`src/rtl/alu_pkg.sv`:
```
// alu_pkg: shared definitions for the sequential ALU.
//   op_e       - 4-bit opcode map shared with the legacy combinational ALU
//   state_e    - control FSM states
//   op_latency - accept-to-out_valid latency in cycles for an op
// Honours the ALU_SEQ_MULDIV_EN macro (multiply/divide datapaths present).
package alu_pkg;

`ifdef ALU_SEQ_MULDIV_EN
    localparam bit MULDIV_EN = 1'b1;
`else
    localparam bit MULDIV_EN = 1'b0;
`endif

    typedef enum logic [3:0] {
        OP_ADD  = 4'd0,  OP_SUB  = 4'd1,  OP_MUL  = 4'd2,  OP_DIV  = 4'd3,
        OP_MOD  = 4'd4,  OP_AND  = 4'd5,  OP_OR   = 4'd6,  OP_NOT  = 4'd7,
        OP_NAND = 4'd8,  OP_NOR  = 4'd9,  OP_XOR  = 4'd10, OP_XNOR = 4'd11,
        OP_SHL  = 4'd12, OP_SHR  = 4'd13, OP_ROTL = 4'd14, OP_ROTR = 4'd15
    } op_e;

    typedef enum logic [1:0] {
        ST_IDLE = 2'd0,
        ST_BUSY = 2'd1,
        ST_DONE = 2'd2
    } state_e;

    // Only a real division (non-zero divisor) takes the iterative path.
    function automatic int unsigned op_latency(input op_e op, input logic b_zero,
                                               input int unsigned width);
        int unsigned lat;
        lat = 1;
        if (MULDIV_EN && (op == OP_DIV || op == OP_MOD) && !b_zero)
            lat = width + 1;
        return lat;
    endfunction

endpackage

```
`src/rtl/alu_div_iter.sv`:
```
// alu_div_iter: restoring divider, one quotient bit per clock.
//   clk, rst            - clock, async active-high reset
//   start               - load dividend/divisor and begin (divisor must be non-zero)
//   dividend, divisor   - unsigned operands
//   done                - one-cycle pulse once quotient/remainder are final
//   quotient, remainder - results, valid while done is high and held afterwards
module alu_div_iter #(
    parameter int unsigned WIDTH = 8
) (
    input  logic             clk,
    input  logic             rst,
    input  logic             start,
    input  logic [WIDTH-1:0] dividend,
    input  logic [WIDTH-1:0] divisor,
    output logic             done,
    output logic [WIDTH-1:0] quotient,
    output logic [WIDTH-1:0] remainder
);
    localparam int unsigned CW = $clog2(WIDTH + 1);

    logic [WIDTH-1:0] dvsr;
    logic [CW-1:0]    cnt;
    logic             busy;
    logic [WIDTH:0]   rem_sh;
    logic [WIDTH:0]   diff;

    // Partial remainder shifted left with the next dividend bit; MSB of diff is the borrow.
    always_comb begin
        rem_sh = {remainder, quotient[WIDTH-1]};
        diff   = rem_sh - {1'b0, dvsr};
    end

    // The quotient register doubles as the dividend shift register.
    always_ff @(posedge clk or posedge rst) begin
        if (rst) begin
            dvsr      <= '0;
            cnt       <= '0;
            busy      <= 1'b0;
            done      <= 1'b0;
            quotient  <= '0;
            remainder <= '0;
        end else begin
            done <= 1'b0;
            if (start) begin
                quotient  <= dividend;
                remainder <= '0;
                dvsr      <= divisor;
                cnt       <= CW'(WIDTH);
                busy      <= 1'b1;
            end else if (busy) begin
                if (!diff[WIDTH]) begin
                    remainder <= diff[WIDTH-1:0];
                    quotient  <= {quotient[WIDTH-2:0], 1'b1};
                end else begin
                    remainder <= rem_sh[WIDTH-1:0];
                    quotient  <= {quotient[WIDTH-2:0], 1'b0};
                end
                cnt <= cnt - CW'(1);
                if (cnt == CW'(1)) begin
                    busy <= 1'b0;
                    done <= 1'b1;
                end
            end
        end
    end

endmodule

```
`src/rtl/alu_seq.sv`:
```
// alu_seq: registered ALU with valid/ready handshakes and an iterative divider.
//   clk, rst             - clock, async active-high reset
//   in_valid, in_ready   - request handshake (op, a, b captured on transfer)
//   op, a, b             - opcode (alu_pkg::op_e map) and unsigned operands
//   out_valid, out_ready - result handshake
//   result               - 2*WIDTH-bit result, zero-extended where narrower
//   flag_c, flag_z, flag_e - carry/borrow, zero, error
// Macro ALU_SEQ_MULDIV_EN enables Mul/Div/Mod; without it those ops report flag_e.
module alu_seq
    import alu_pkg::*;
#(
    parameter int unsigned WIDTH = 8
) (
    input  logic               clk,
    input  logic               rst,
    input  logic               in_valid,
    output logic               in_ready,
    input  logic [3:0]         op,
    input  logic [WIDTH-1:0]   a,
    input  logic [WIDTH-1:0]   b,
    output logic               out_valid,
    input  logic               out_ready,
    output logic [2*WIDTH-1:0] result,
    output logic               flag_c,
    output logic               flag_z,
    output logic               flag_e
);
    localparam int unsigned SHW = $clog2(WIDTH);
    localparam int unsigned RW  = 2 * WIDTH;

    state_e           state;
    logic [SHW-1:0]   amt;
    logic [WIDTH:0]   sum;
    logic [WIDTH-1:0] lo;
    logic [RW-1:0]    wide;
    logic             use_wide;
    logic [RW-1:0]    alu_res;
    logic             alu_c;
    logic             alu_e;
    logic             is_iter;

    // Single-cycle datapath, evaluated on the live inputs at the accept edge.
    always_comb begin
        lo       = '0;
        wide     = '0;
        use_wide = 1'b0;
        alu_c    = 1'b0;
        alu_e    = 1'b0;
        is_iter  = 1'b0;
        amt      = b[SHW-1:0];
        sum      = {1'b0, a} + {1'b0, b};
        case (op_e'(op))
            OP_ADD: begin
                wide     = RW'(sum);
                use_wide = 1'b1;
                alu_c    = sum[WIDTH];
            end
            OP_SUB: begin
                lo    = a - b;
                alu_c = (a < b);
            end
`ifdef ALU_SEQ_MULDIV_EN
            OP_MUL: begin
                wide     = RW'(a) * RW'(b);
                use_wide = 1'b1;
            end
            OP_DIV: begin
                if (b == '0) begin
                    lo    = '1;
                    alu_e = 1'b1;
                end else begin
                    is_iter = 1'b1;
                end
            end
            OP_MOD: begin
                if (b == '0) begin
                    lo    = a;
                    alu_e = 1'b1;
                end else begin
                    is_iter = 1'b1;
                end
            end
`else
            OP_MUL, OP_DIV, OP_MOD: alu_e = 1'b1;
`endif
            OP_AND:  lo = a & b;
            OP_OR:   lo = a | b;
            OP_NOT:  lo = ~a;
            OP_NAND: lo = ~(a & b);
            OP_NOR:  lo = ~(a | b);
            OP_XOR:  lo = a ^ b;
            OP_XNOR: lo = ~(a ^ b);
            OP_SHL:  lo = a << amt;
            OP_SHR:  lo = a >> amt;
            // A shift by the full width yields zero, so amount 0 returns a unchanged.
            OP_ROTL: lo = (a << amt) | (a >> (32'(WIDTH) - 32'(amt)));
            OP_ROTR: lo = (a >> amt) | (a << (32'(WIDTH) - 32'(amt)));
            default: lo = '0;
        endcase
        alu_res = use_wide ? wide : {{WIDTH{1'b0}}, lo};
    end

`ifdef ALU_SEQ_MULDIV_EN
    logic             div_start;
    logic             div_done;
    logic [WIDTH-1:0] div_q;
    logic [WIDTH-1:0] div_r;
    logic [WIDTH-1:0] div_lo;
    op_e              op_q;

    always_comb begin
        div_start = (state == ST_IDLE) && in_valid && is_iter;
        div_lo    = (op_q == OP_DIV) ? div_q : div_r;
    end

    alu_div_iter #(.WIDTH(WIDTH)) u_div (
        .clk       (clk),
        .rst       (rst),
        .start     (div_start),
        .dividend  (a),
        .divisor   (b),
        .done      (div_done),
        .quotient  (div_q),
        .remainder (div_r)
    );
`endif

    // Control FSM with registered handshake outputs and result registers.
    always_ff @(posedge clk or posedge rst) begin
        if (rst) begin
            state     <= ST_IDLE;
            in_ready  <= 1'b1;
            out_valid <= 1'b0;
            result    <= '0;
            flag_c    <= 1'b0;
            flag_z    <= 1'b0;
            flag_e    <= 1'b0;
`ifdef ALU_SEQ_MULDIV_EN
            op_q      <= OP_ADD;
`endif
        end else begin
            case (state)
                ST_IDLE: begin
                    if (in_valid && in_ready) begin
                        in_ready <= 1'b0;
`ifdef ALU_SEQ_MULDIV_EN
                        op_q     <= op_e'(op);
`endif
                        if (is_iter) begin
                            state <= ST_BUSY;
                        end else begin
                            result    <= alu_res;
                            flag_c    <= alu_c;
                            flag_z    <= (alu_res == '0);
                            flag_e    <= alu_e;
                            out_valid <= 1'b1;
                            state     <= ST_DONE;
                        end
                    end
                end
                ST_BUSY: begin
`ifdef ALU_SEQ_MULDIV_EN
                    if (div_done) begin
                        result    <= {{WIDTH{1'b0}}, div_lo};
                        flag_c    <= 1'b0;
                        flag_z    <= (div_lo == '0);
                        flag_e    <= 1'b0;
                        out_valid <= 1'b1;
                        state     <= ST_DONE;
                    end
`else
                    state    <= ST_IDLE;
                    in_ready <= 1'b1;
`endif
                end
                ST_DONE: begin
                    if (out_ready) begin
                        out_valid <= 1'b0;
                        in_ready  <= 1'b1;
                        state     <= ST_IDLE;
                    end
                end
                default: begin
                    state     <= ST_IDLE;
                    in_ready  <= 1'b1;
                    out_valid <= 1'b0;
                end
            endcase
        end
    end

endmodule
```
`config.mk`:
```
export PLATFORM = sky130hd
export DESIGN_NAME = alu_seq
export DESIGN_NICKNAME = d
export VERILOG_FILES = /design/src/rtl/alu_pkg.sv /design/src/rtl/alu_div_iter.sv /design/src/rtl/alu_seq.sv
export SDC_FILE = /design/constraint.sdc
export NUM_CORES = 1
export LEC_CHECK = 0
export CORE_MARGIN = 4
export CORE_UTILIZATION = 44
export DETAILED_ROUTE_END_ITERATION = 7
export PLACE_DENSITY = 0.64
export SLEW_MARGIN = 30
export SYNTH_ARGS = -nofsm -noshare
export SYNTH_HDL_FRONTEND = slang
export SYNTH_SLANG_ARGS = --single-unit
```
`constraint.sdc`:
```
create_clock -name clk -period 2.8 [get_ports clk]
set_clock_uncertainty 0.05 [all_clocks]
set_input_delay 0.42 -clock clk [delete_from_list [all_inputs] [get_ports clk]]
set_output_delay 0.42 -clock clk [all_outputs]
set_load 0.05 [all_outputs]
```
# Word-level counts from Yosys, hierarchy flattened
# Cells that the tools add are included.
# op_classes
n_addsub,3
order_cmp,1
eq_ne,19
n_shift,4
mux,15
n_bitwise,10
n_reduce_logical,8
# op_table
operator,n
$pmux 8 s12,1
$eq 4x4->1 const B,8
$not 8->8,4
$shl 8x32->8,1
$shr 8x32->8,1
$or 8x8->8,3
$eq 4x3->1 const B,4
$logic_not 16->1,1
$mux 16,1
$add 8x8->9,1
$mux 9,1
$and 8x8->8,1
$eq 4x2->1 const B,2
$lt 8x8->1,1
$shl 8x3->8,1
$shr 8x3->8,1
$sub 8x8->8,1
$xor 8x8->8,1
$mux 1,6
$sub 4x3->5 const A,1
$eq 4x1->1 const B,1
$logic_not 4->1,1
$mux 2,2
$ne 2x2->1 const B,2
other kinds (11),13
# totals
regBits,23
in_bits,24
output_inout_bits,21
elab_cells,67

# Depth between registers and ports, before layout
# Gate-level depths: netlist of the first run.
# depth
ltp_word,6
ltp_mapped,12
ltp_nobuf,12

# Least setup slack after synthesis of the first run
# Ideal clock, no wire load.
# synth_timing
path_type,input port to flip-flop
startpoint,in b[1]
endpoint,reg flag_z
setup_ns,0.068
t_arrival_ns,2.952
required_time_ns,2.682
setup_slack_ns,-0.270
cell_stages,10
path_buffers,1
path_cell_list,buf_2 -> clkinv_1 -> ha_1 -> o21bai_1 -> nand2_1 -> o31ai_1 -> a221oi_1 -> a221o_1 -> a2111oi_0 -> a32o_1
# synth_between
elab_chain_len,6
elab_cells_between_ends,19
classes_between,3 x add/sub; 4 x shift; 3 x mux; 8 x bitwise; 1 x reduce/logical
# synth_rtl
element,line,source
from (decl),alu_seq.sv:20,"input logic [WIDTH-1:0] b,"
$sub 4x3->5,"alu_seq.sv:96, alu_seq.sv:97",
$shl 8x32->8 or $shr 8x32->8 (tied branches),"alu_seq.sv:97, alu_seq.sv:96",
$or 8x8->8 (on tied branches),"alu_seq.sv:97, alu_seq.sv:96",
$pmux 8 s12,alu_seq.sv:52,case (op_e'(op))
$mux 16 *,alu_seq.sv:100,"alu_res = use_wide ? wide : {{WIDTH{1'b0}}, lo};"
$logic_not 16->1 *,alu_seq.sv:154,flag_z <= (alu_res == '0);
to (signal assigned),alu_seq.sv:154,
to (decl),alu_seq.sv:25,"output logic flag_z,"
# Mark *: on every way between the ends. The rest lies on a longest branch, timed or not.
# A chain may end at the register's enable or synchronous reset.

# Worst setup path in the final report of the first run
# layout_timing
startpoint,in a[2]
endpoint,reg flag_z
# layout_between
elab_chain_len,5
elab_cells_between_ends,19
classes_between,2 x add/sub; 4 x shift; 3 x mux; 9 x bitwise; 1 x reduce/logical
# layout_rtl
element,line,source
from (decl),alu_seq.sv:19,"input logic [WIDTH-1:0] a,"
"parallel branches: the longest is 3 deep, another holds $sub 8x8->8",--,
$mux 16 *,alu_seq.sv:100,
$logic_not 16->1 *,alu_seq.sv:154,
# Every way passes the cells marked *.

==> reports/summary.md, run 1 <==
Initial antenna violation count: 0. Synthesis handed over a netlist of 399 instances. In this run the remaining antenna-violating nets after routing total 0. VDD sags by at most 192 uV. Across the run, the number of max-cap violations was 0. For this run, the number of Yosys warnings is 0. The filler cells instantiated in the layout total 550. CTS buffer count: 3. Cells fill 72.8% of the core in the end. The synthesized area per cell came out at 7.61 sq um.

The endpoint type of the worst setup path was a flop. The final critical path takes up 102% of the cycle. In this run the critical register-to-register path is launched from in_ready. After detailed routing, the average wire length per cell comes to 20.1 um. The count of unresolved DRC violations after routing is 0, and the number of storage elements in the synthesis netlist is 14. The depth of the CTS H-tree is 1, and the number of endpoints with negative hold slack in the final report is 0. The clock latency at the later pin of the worst-skew pair is 0.25 ns. The cell accounting for the most synthesized area is sky130_fd_sc_hd__ha_1.

In this run, synthesis inferred 0 flip-flops with an integrated enable. Capturing point of the worst reg2reg path: flag_z. For this run, the detailed router's first-pass iteration total came to 5. The checks that failed: negative setup slack. Critical path data arrival time: 2.98 ns. The critical path launch point type was an input pin. Number of buffers inserted for hold repair after clock tree synthesis: 0. The final layout contains routed wiring with a total length of 12.9 mm. The number of global-route vias before repair is 3696. For the number of nets at the end of the flow, the log shows 615. Count of unique library cells instantiated by Yosys: 66. The tools report the antenna diode count as 0.

The tools report the buffer levels on the longest clock path as 2. The final critical-path setup slack was -0.0455 ns. The share of layout cells above drive strength 1 works out to 41.2%. For this block, the via count after detailed routing is 3878. For the effective utilization at floorplan, the log shows 45.0%. With fillers left out, the area of the finished cells amounts to 4920 sq um. The tools report the number of standard cells in the layout, taps in and fillers out as 641. The area used by multi-input combinational logic came out at 2740 sq um. The area growth from synthesis to layout is 61.8%.

The cell at the root of the clock tree was sky130_fd_sc_hd__clkbuf_8. For this run, the top clock speed supported by timing is 351 MHz. Input and output buffers added on the ports amount to 37. Clock-pin slew was measured on the worst setup and hold paths at 0.06 ns.

The tools report the count of placed standard cells including taps as 628. The post-synthesis instance area came out at 3040 sq um. The worst register-to-register path has a depth of 5. Type of the worst setup path: input pin to flop.

Global routing consumed, over all layers together, 29.5% of the routing resources. The tools report the die footprint as 8300 sq um. TritonCTS built the clock tree. Setup repair after global routing could not meet its margin everywhere.

After synthesis, the largest area contributor takes up 11.1% of total cell area. The total count of max-transition violations in the final report was 0. The logs give 45 for the number of top-level pins and 14 for the number of clock sinks seen by CTS.

The path with the worst hold slack has its endpoint at flag_c. Counting flops with an async set or reset pin after synthesis yields a share of 100%. Sequential elements use 11.6% of the synthesized area.

After layout, the minimum clock period comes to 2.85 ns. The actual transition at the worst max-transition pin is 0.586 ns, and the leakage power summed over all cells is 2.25 nW. Via count normalized by instance count: 6.05. Classification of the worst-slack hold path: flop to flop. The global route total overflow was 0.

The most used flip-flop cell after synthesis was sky130_fd_sc_hd__dfrtp_1. The number of endpoints failing setup at the final stage was 1. The biggest fanout along the worst timing path works out to 6.

The flow ran to the end, but the final reports show violations. The first-pass GRT wire length was 19.4 mm. The worst hold path begins at flag_c. At the worst endpoint, the required time is 2.94 ns. The areal power density over the cells is 388 nW/um^2.

After detailed placement, the total cell area comes to 4450 sq um. The tools report the detailed-placement wirelength estimate as 9.96 mm. After floorplanning, the core was divided into 30 placement rows. The die is 91.1 um wide. In the final layout, flip-flops and latches occupy 352 sq um.

After floorplanning, the core was sized to cover 6760 sq um. The die span in y was 91.1 um. The DRC violation total after the first TritonRoute iteration was 373.

The worst hold path stage count works out to 1. The tools report the routability-driven placement congestion ratio as 0.990. By area the synthesized netlist is led by sky130_fd_sc_hd__ha_1 (11%), sky130_fd_sc_hd__dfrtp_1 (11%), sky130_fd_sc_hd__mux2i_1 (5.9%). Across all register-to-register paths, the minimum setup slack is 0.97 ns. The remaining max-slew budget at the tightest pin is 60.4%. The maximum number of pins on one net before global-route repair came out at 21.
-- per-layer routing --
| metal | track usage, % | vias up | routed length (um) |
|---|---|---|---|
| met4 | 10.7 | 0 | 427 |
| met5 | 0 | - | 0 |
| met1 | 35.1 | 1823 | 5090 |
| met3 | 3.98 | 43 | 804 |
| met2 | 53.6 | 195 | 6580 |
| li1 | - | 1817 | - |
-- worst max-delay path: stages --
cell and delay, ns:
sky130_fd_sc_hd__clkdlybuf4s50_1 0.48, sky130_fd_sc_hd__inv_1 0.10, sky130_fd_sc_hd__ha_4 0.26, sky130_fd_sc_hd__inv_2 0.09, sky130_fd_sc_hd__nand2_1 0.09, sky130_fd_sc_hd__o31ai_4 0.29, sky130_fd_sc_hd__a221oi_2 0.12, sky130_fd_sc_hd__buf_4 0.15
sky130_fd_sc_hd__a221o_1 0.37, sky130_fd_sc_hd__a2111oi_4 0.38, sky130_fd_sc_hd__a32o_1 0.23
-- synth_stat cells, types with 3 or more instances --
| master | number |
|---|---|
| sky130_fd_sc_hd__a211o_1 | 3 |
| sky130_fd_sc_hd__o31ai_1 | 3 |
| sky130_fd_sc_hd__nand2_1 | 32 |
| sky130_fd_sc_hd__o21a_1 | 4 |
| sky130_fd_sc_hd__nand4_1 | 3 |
| sky130_fd_sc_hd__a2111oi_0 | 5 |
| sky130_fd_sc_hd__clkbuf_1 | 11 |
| sky130_fd_sc_hd__xnor2_1 | 6 |
| sky130_fd_sc_hd__nor3_1 | 6 |
| sky130_fd_sc_hd__mux2i_1 | 18 |
| sky130_fd_sc_hd__o2bb2ai_1 | 3 |
| sky130_fd_sc_hd__a21oi_1 | 23 |
| sky130_fd_sc_hd__o22ai_1 | 8 |
| sky130_fd_sc_hd__nand3_1 | 14 |
| sky130_fd_sc_hd__nor4_1 | 4 |
| sky130_fd_sc_hd__buf_4 | 9 |
| sky130_fd_sc_hd__ha_1 | 27 |
| sky130_fd_sc_hd__a22o_1 | 3 |
| sky130_fd_sc_hd__o2111ai_1 | 3 |
| sky130_fd_sc_hd__a211oi_1 | 7 |
| sky130_fd_sc_hd__nor2b_1 | 6 |
| sky130_fd_sc_hd__and3_1 | 4 |
| sky130_fd_sc_hd__nand2b_1 | 3 |
| sky130_fd_sc_hd__o221ai_1 | 4 |
| sky130_fd_sc_hd__inv_1 | 29 |
| sky130_fd_sc_hd__a221o_1 | 6 |
| sky130_fd_sc_hd__nor2_1 | 27 |
| sky130_fd_sc_hd__o21ai_0 | 33 |
| sky130_fd_sc_hd__a221oi_1 | 3 |
| sky130_fd_sc_hd__mux4_2 | 6 |
| sky130_fd_sc_hd__mux2_2 | 3 |
| sky130_fd_sc_hd__a21o_1 | 3 |
| sky130_fd_sc_hd__buf_6 | 3 |
| sky130_fd_sc_hd__buf_1 | 4 |
| sky130_fd_sc_hd__buf_2 | 11 |
| sky130_fd_sc_hd__a22oi_1 | 8 |
| sky130_fd_sc_hd__dfrtp_1 | 13 |
-- power by group --
group          switching, W  internal [W]  leakage [nW]
sequential        0.0000480      0.000290         0.179
clock             0.0000706      0.000101        0.0228
combinational      0.000813      0.000583          2.04
-- flip-flops by register name, indices dropped and copies added, names as in the netlist --
name	cells
result	9
flag_c	1
flag_e	1
flag_z	1
in_ready	1
out_valid	1
-- cells by family after synthesis --
logic type / share of synthesized area, %
AO/OA/AOI/OAI: 32.3
XOR/XNOR: 2.31
adder cells (fa/ha/maj): 12.4
buffers and inverters: 10.9
flip-flops: 11.6
multiplexers: 13.2
other: 0.123
AND/OR/NAND/NOR: 17.2
-- metrics by stage --
| step | setup slack [ns] | hold WS [ns] | power [W] | TNS (ns) |
|---|---|---|---|---|
| global placement | -0.700 | 0.410 | 0.00160 | -4.71 |
| global route | -0.109 | 0.463 | 0.00201 | -0.172 |
| floorplan | 0.0103 | 0.259 | 0.00109 | 0 |
| finish | -0.0455 | 0.423 | 0.00191 | -0.0455 |
| CTS | 0.00207 | 0.427 | 0.00184 | 0 |
| detailed placement | -0.726 | 0.415 | 0.00161 | -5.19 |
-- cells in the final DEF (no fill, tap or decap), types with 5 or more instances in the layout --
cell type and n:
sky130_fd_sc_hd__ha_4 5, sky130_fd_sc_hd__a211oi_1 5, sky130_fd_sc_hd__a22oi_1 7, sky130_fd_sc_hd__o21ai_1 7
sky130_fd_sc_hd__conb_1 7, sky130_fd_sc_hd__nor2_1 26, sky130_fd_sc_hd__ha_1 18, sky130_fd_sc_hd__mux4_2 6
sky130_fd_sc_hd__a21oi_1 19, sky130_fd_sc_hd__inv_1 24, sky130_fd_sc_hd__nand2_1 30, sky130_fd_sc_hd__nor3_1 5
sky130_fd_sc_hd__o21ai_0 26, sky130_fd_sc_hd__dfrtp_1 13, sky130_fd_sc_hd__xnor2_1 5, sky130_fd_sc_hd__o22ai_1 8
sky130_fd_sc_hd__nand3_1 13, sky130_fd_sc_hd__dlymetal6s2s_1 6, sky130_fd_sc_hd__a221o_1 6, sky130_fd_sc_hd__mux2i_1 18
sky130_fd_sc_hd__clkdlybuf4s50_1 24, sky130_fd_sc_hd__buf_4 150, sky130_fd_sc_hd__nor2b_1 6
-- final cells by class --
type	instances	share of cell area (%)
clock buffer	4	0.916
inverter	30	2.47
multi-input combinational	322	55.8
sequential	14	7.15
tap	80	2.04
timing repair buffer	191	31.7
-- worst max-delay path by stage --
stage,end,start,slack [ns],cells after the start
2_1_floorplan,flag_z,b[1],0.01,12
6_report,flag_z,a[2],-0.05,11
3_5_place_dp,flag_z,b[0],-0.73,12
3_3_place_gp,flag_z,b[0],-0.70,12
5_1_grt,flag_z,b[3],-0.11,10
4_1_cts,flag_z,a[4],0.002,11
-- repair_timing --
action,CTS,global route
setup buffers,8,1
resized for setup,41,48
pin swaps,16,18
endpoints found under the setup margin,11,7
(Power assumes the default switching activity.)
==> inputs of run 2 (changes only) <==
SLEW_MARGIN = 0   (was 30)
==> results of run 2 <==
The final DEF is identical to that of run 1; final timing and power are the same.
